File: config.mk
export PLATFORM = sky130hd
export DESIGN_NAME = tribus_rx_fifo
export DESIGN_NICKNAME = d
export VERILOG_FILES = /design/src/rtl/tribus_rx_fifo.sv
export SDC_FILE = /design/constraint.sdc
export NUM_CORES = 1
export LEC_CHECK = 0
export CAP_MARGIN = 25
export CELL_PAD_IN_SITES_DETAIL_PLACEMENT = 0
export CELL_PAD_IN_SITES_GLOBAL_PLACEMENT = 2
export CORE_UTILIZATION = 31
export DETAILED_ROUTE_END_ITERATION = 7
export PLACE_DENSITY = 0.71
export SYNTH_ARGS = -nofsm -noshare
export SYNTH_HDL_FRONTEND = slang
export SYNTH_SLANG_ARGS = --single-unit
File: constraint.sdc
create_clock -name i_clk -period 1.9 [get_ports i_clk]
set_input_delay 0.285 -clock i_clk [delete_from_list [all_inputs] [get_ports i_clk]]
set_output_delay 0.285 -clock i_clk [all_outputs]
set_load 0.05 [all_outputs]
File: src/rtl/tribus_rx_fifo.sv
// Receive end of the shared 4-bit tri-state data bus.
// While the driver enable is high, the bus value is sampled into a small
// show-ahead FIFO for a local consumer. The block also keeps the last
// accepted word and sticky overflow/underflow flags.
module tribus_rx_fifo #(
  parameter int WIDTH = 4,
  parameter int DEPTH = 4,
  parameter int AW    = 2
) (
  input  logic             i_clk,
  input  logic             i_rst_n,
  input  logic             i_bus_en,
  input  logic [WIDTH-1:0] i_bus_d,
  input  logic             i_rd_en,
  output logic [WIDTH-1:0] o_rd_q,
  output logic [WIDTH-1:0] o_last_q,
  output logic [AW:0]      o_count,
  output logic             o_empty,
  output logic             o_full,
  output logic             o_overflow,
  output logic             o_underflow
);

  // Storage has no reset; its contents are meaningless until written.
  logic [WIDTH-1:0] r_mem [DEPTH];

  logic [AW-1:0]    r_wr_ptr;
  logic [AW-1:0]    r_rd_ptr;
  logic [AW:0]      r_count;
  logic [WIDTH-1:0] r_last_q;
  logic             r_overflow;
  logic             r_underflow;

  logic             w_empty;
  logic             w_full;
  logic             w_pop;
  logic             w_push;
  logic             w_drop;
  logic             w_underrun;

  // Occupancy decode and transfer qualification.
  // A pop needs a stored word, so a push into an empty FIFO is never
  // bypassed to the reader in the same cycle. A full FIFO still accepts a
  // word when the head leaves on the same edge.
  always_comb begin
    w_empty    = (r_count == '0);
    w_full     = (r_count == (AW + 1)'(DEPTH));
    w_pop      = i_rd_en & ~w_empty;
    w_push     = i_bus_en & (~w_full | w_pop);
    w_drop     = i_bus_en & ~w_push;
    w_underrun = i_rd_en & w_empty;
  end

  // Storage write port; suppressed on a reset edge.
  always_ff @(posedge i_clk) begin
    if (i_rst_n && w_push) begin
      r_mem[r_wr_ptr] <= i_bus_d;
    end
  end

  // Pointers, occupancy, last-word register and sticky status flags.
  always_ff @(posedge i_clk) begin
    if (!i_rst_n) begin
      r_wr_ptr    <= '0;
      r_rd_ptr    <= '0;
      r_count     <= '0;
      r_last_q    <= '0;
      r_overflow  <= 1'b0;
      r_underflow <= 1'b0;
    end else begin
      if (w_push) begin
        r_wr_ptr <= r_wr_ptr + AW'(1);
        r_last_q <= i_bus_d;
      end
      if (w_pop) begin
        r_rd_ptr <= r_rd_ptr + AW'(1);
      end
      case ({w_push, w_pop})
        2'b10:   r_count <= r_count + (AW + 1)'(1);
        2'b01:   r_count <= r_count - (AW + 1)'(1);
        default: r_count <= r_count;
      endcase
      if (w_drop) begin
        r_overflow <= 1'b1;
      end
      if (w_underrun) begin
        r_underflow <= 1'b1;
      end
    end
  end

  // Show-ahead head word; forced to zero while nothing is stored so the
  // output is clean after reset.
  always_comb begin
    o_rd_q = w_empty ? '0 : r_mem[r_rd_ptr];
  end

  assign o_last_q    = r_last_q;
  assign o_count     = r_count;
  assign o_empty     = w_empty;
  assign o_full      = w_full;
  assign o_overflow  = r_overflow;
  assign o_underflow = r_underflow;

endmodule
# After elaboration in Yosys (flattened, before gate mapping)
# Memories as Yosys holds them, arrays and structs flattened. A register that Yosys moved wholly into a read port is not among the register bits.
# Index checks and enable logic that the tools add are counted.
# totals
inputBits	8
ff_bits	13
mem_count	1
ram_bits	16
word_cells	31
out_inout_bits	15
# memory_table
memory	words	word_bits	rd	rd_clocked_by_memory_dff	wr	line	rtl
r_mem	4	4	1	1	1	25	logic [WIDTH-1:0] r_mem [DEPTH];
# classes
n_addsub	4
bitwise_logic	8
n_reduce_logical	3
eq_ne	3
muxes	6
# ops
op	count
case mux 3 bit (2 select lines)	1
adder 2 x 1 -> 2 bit, second input constant	2
bitwise AND 1 bit	4
2-to-1 mux 2 bit	2
2-to-1 mux 4 bit	1
adder 3 x 1 -> 3 bit, second input constant	1
equality test 3 bit, second input constant	1
logical NOT 3 bit	1
NOT 1 bit	3
subtractor 3 x 1 -> 3 bit, second input constant	1
equality test 2 x 1 -> 1 bit, second input constant	1
equality test 2 bit, second input constant	1
2-to-1 mux 1 bit	2
nonzero test 2 bit	1
logical AND 1 bit	1
OR 1 bit	1

# Longest topological paths before layout
# logic_depth
depth_word	8
ltp_mapped	7
depth_no_buf	6

# Least setup slack after synthesis
# No wires, ideal clock.
# synth_timing
path_kind	flip-flop to output port
start	register r_count[2], in the netlist o_count[2]
end	output o_rd_q[0]
t_required_ns	1.615
path_buffers	1
stages_incl_launch_ff	4
arrival_time_ns	2.634
slack_ns	-1.019
path_cell_list	dfxtp_1 > buf_2 > nor3_1 > nor2b_1
# synth_via
elab_chain_len	2
# synth_lines
item	line	rtl
start: declaration	29	logic [AW:0] r_count;
start signal: assignment	79	2'b10: r_count <= r_count + (AW + 1)'(1);
start signal: assignment	80	2'b01: r_count <= r_count - (AW + 1)'(1);
start signal: assignment	81	default: r_count <= r_count;
logical NOT 3 bit	46	w_empty = (r_count == '0);
via o_empty	18	output logic o_empty,
2-to-1 mux 4 bit	95	o_rd_q = w_empty ? '0 : r_mem[r_rd_ptr];
end: declaration	15	output logic [WIDTH-1:0] o_rd_q,
# The timed path passes the listed nets, and every way through them passes these cells.

# Worst setup path in the final report
# layout_timing
start	register r_count[1], in the netlist o_count[1]
end	register r_count[1], in the netlist o_count[1]
# layout_via
elab_chain_len	7
# layout_lines
item	line	rtl
logical NOT 3 bit	46	
NOT 1 bit	48	w_pop = i_rd_en & ~w_empty;
bitwise AND 1 bit	48	
OR 1 bit	49	w_push = i_bus_en & (~w_full | w_pop);
bitwise AND 1 bit	49	
equality test 2 x 1 -> 1 bit / equality test 2 bit (equally long branches)	78	case ({w_push, w_pop})
case mux 3 bit (2 select lines) / nonzero test 2 bit (equally long branches)	n/a	
# Parallel ways exist; a longest one is shown, timed or not.
# A chain may end at the register's enable or synchronous reset.

==> out/metrics.yaml <==
syn-cell-area_mm2: 0.00140
finalSetupTns_ps: 0
worst_slack_ps: 38.1
setup_violations: 0
vias_per_cell: 4.97
max_freq_mhz: 537
required_ps: 2070
n_fill_cell: 396
max_stage_delay_ps: 430
power_density_mw_per_mm2: 973
cp.arrival_ps: 2040
cp-end-kind: "flip-flop"
cts-root-buf: "clkbuf_8"
cts_made_buffers: 5
yosys.cell_types.count: 33
utilization_pct: 42.1
drive_gt1_share_pct: 24.3
fin_nets: 160
insertion_delay_ps: 280
synth_ff_type: "edfxtp_1"
rsz0062_at_grt: "yes"
ant_nets: 0
ys_warn_count: 0
p_clk_share_pct: 27.6
clock-sinks: 31
clock_path_buffers: 2
rows: 24
yosys.area.top_type_share_pct: 34.3
diodes: 0
max_slew_margin_pct: 66.6
drc: 0
holdWs_ps: 477
dr_total_vias: 994
grt_max_degree: 16
yosys_register_bits: 31
grt_usage_pct: 13.6
overflow: 0
preCtsSetupSlack_ps: -296
p_leak_uw: 0.000676
syn_inst: 118
clock_skew_ps: 6.11
hold_class: "flip-flop to flip-flop"
comb_power_share_pct: 28.6
place_congestion: 0.826
synth_edf_count: 16
crit_chain: "o31ai_4 > nand2b_4 > fa_1 > o21ba_4 > o211ai_1 > a221oi_1"
cts_tree: "built"
syn_area_per_cell_um2: 11.9
yosysTopAreaCell: "edfxtp_1"
worst_pin_slew_ps: 499
ys_async_sr_fraction_pct: 0
vdd.ir_drop.worst_mv: 0.461
final_common_cell: "edfxtp_1"
switchingPower_uw: 574
antenna_found_initial: 0
netSwitchingFraction_pct: 32.2
grt_pass1_wl_mm: 5.03
crit_slowest_cell: "fa_1"
totalWireLength_mm: 3.01
die_area_mm2: 0.00479
worst_setup_path_start_kind: "flip-flop"
die_w_um: 69.2
core-area_mm2: 0.00435
clk_pin_slew_worst_paths_ps: 60
maxSlewViolCount: 0
syn2layout_area_growth_pct: 30.7
post-route-min-period_ps: 1860
synthTopCellsByArea: "edfxtp_1, dfxtp_1, mux4_2, ha_1, a21oi_1"
drt-initial-drc-count: 44
yosysSeqAreaShare_pct: 55.7
ios: 23
critPathKind: "flip-flop to flip-flop"
initial_core_util_pct: 32.2
ctsHoldBuffers: 0
ctsHtreeMaxLevel: 2
post-dp-hpwl_mm: 2.13
intPower_uw: 1210
drt_first_pass_iters: 4
io_buffer_count: 22
critPathMaxFanout: 2
fin_total_pwr_uw: 1780
layout_common_cells: "edfxtp_1, buf_4, clkdlybuf4s50_1, dfxtp_1, nor2_1"
seqPwrFrac_pct: 43.8
cts_setup_buffers: 0
maxCapViolCount: 0
post-route-period-util_pct: 98.0
crit_family: "compound AO/OA/AOI/OAI gates"
outcome: "finished, final reports clean"
cp.buffers_inverters: 0
syn_nets: 131
die_height_um: 69.2
first_global_vias: 989
hold_violations: 0
avgRoutedWirePerCell_um: 15.1
synthesized netlist by cell type (all sizes together) (2+ instances only):
cell	n
nand2b	2
nor2b	4
o21ai	7
and3	4
o211ai	2
dfxtp	15
xor2	4
nand3	8
ha	4
nand2	2
nor2	10
edfxtp	16
mux4	4
inv	6
a21oi	8
clkbuf	2
buf	6
flip-flops by register name, indices dropped and copies added, names as in the netlist, named ones only:
| register | count |
|---|---|
| o_count | 3 |
| o_last_q | 4 |
| o_overflow | 1 |
| o_underflow | 1 |
| r_mem | 16 |
| r_rd_ptr | 2 |
| r_wr_ptr | 2 |
per-stage QoR:
stage / std cells / instance area, um^2
after global routing: 200 / 1830
after floorplan: 118 / 1470
after CTS: 200 / 1830
after detailed placement: 192 / 1750
final: 200 / 1830
after global placement: 192 / 1750
cell type report:
type | count | area [um^2] | share of cell area, %
Timing Repair Buffer | 30 | 282 | 15.4
Clock inverter | 2 | 8.76 | 0.478
Inverter | 6 | 22.5 | 1.23
Sequential cell | 31 | 793 | 43.3
Clock buffer | 6 | 72.6 | 3.96
Tap cell | 52 | 65.1 | 3.55
Multi-Input combinational cell | 73 | 588 | 32.1
cells by family after synthesis:
family | share of synthesized area, %
AO/OA/AOI/OAI | 10.5
XOR/XNOR | 2.50
adder cells (fa/ha/maj) | 5.00
buffers and inverters | 5.09
flip-flops | 55.7
multiplexers | 6.43
AND/OR/NAND/NOR | 14.7
final timing paths:
path,startpoint,to,slack [ps],cells past startpoint
worst max-delay path,o_count[1]$_SDFFE_PN0P_,o_count[1]$_SDFFE_PN0P_,40,6
worst min-delay path,o_overflow$_SDFFE_PN0P_,o_overflow$_SDFFE_PN0P_,480,2
worst max register to register,o_count[1]$_SDFFE_PN0P_,o_count[1]$_SDFFE_PN0P_,40,6
worst min register to register,o_overflow$_SDFFE_PN0P_,o_overflow$_SDFFE_PN0P_,480,2
power by group through the flow:
stage	clock network (uW)	logic (uW)	registers, uW
floorplan	0	306	843
global placement	0	505	794
detailed placement	0	512	795
CTS	504	514	782
global route	535	542	786
finish	492	509	780
layer usage:
metal | GRT usage, % | up-vias | part of all wire, %
met5 | 0 | - | 0
met4 | 6.12 | 0 | 2.0
met3 | 4.22 | 6 | 3.8
met2 | 20.0 | 19 | 45
met1 | 18.5 | 486 | 50
li1 | - | 483 | -
repair_timing:
| action | 4_1_cts | 5_1_grt |
|---|---|---|
| pin swaps | 1 | 1 |
| cloned | 0 | 0 |
| endpoints found under the setup margin | 5 | 1 |
| gates resized for setup | 2 | 0 |
worst min-delay path, delay by kind of cell, from the launching register on:
family	cells	cell delay (ps)
flops	1	330
simple gates	1	70
compound gates	1	40
Power figures use the tool's default switching activity.
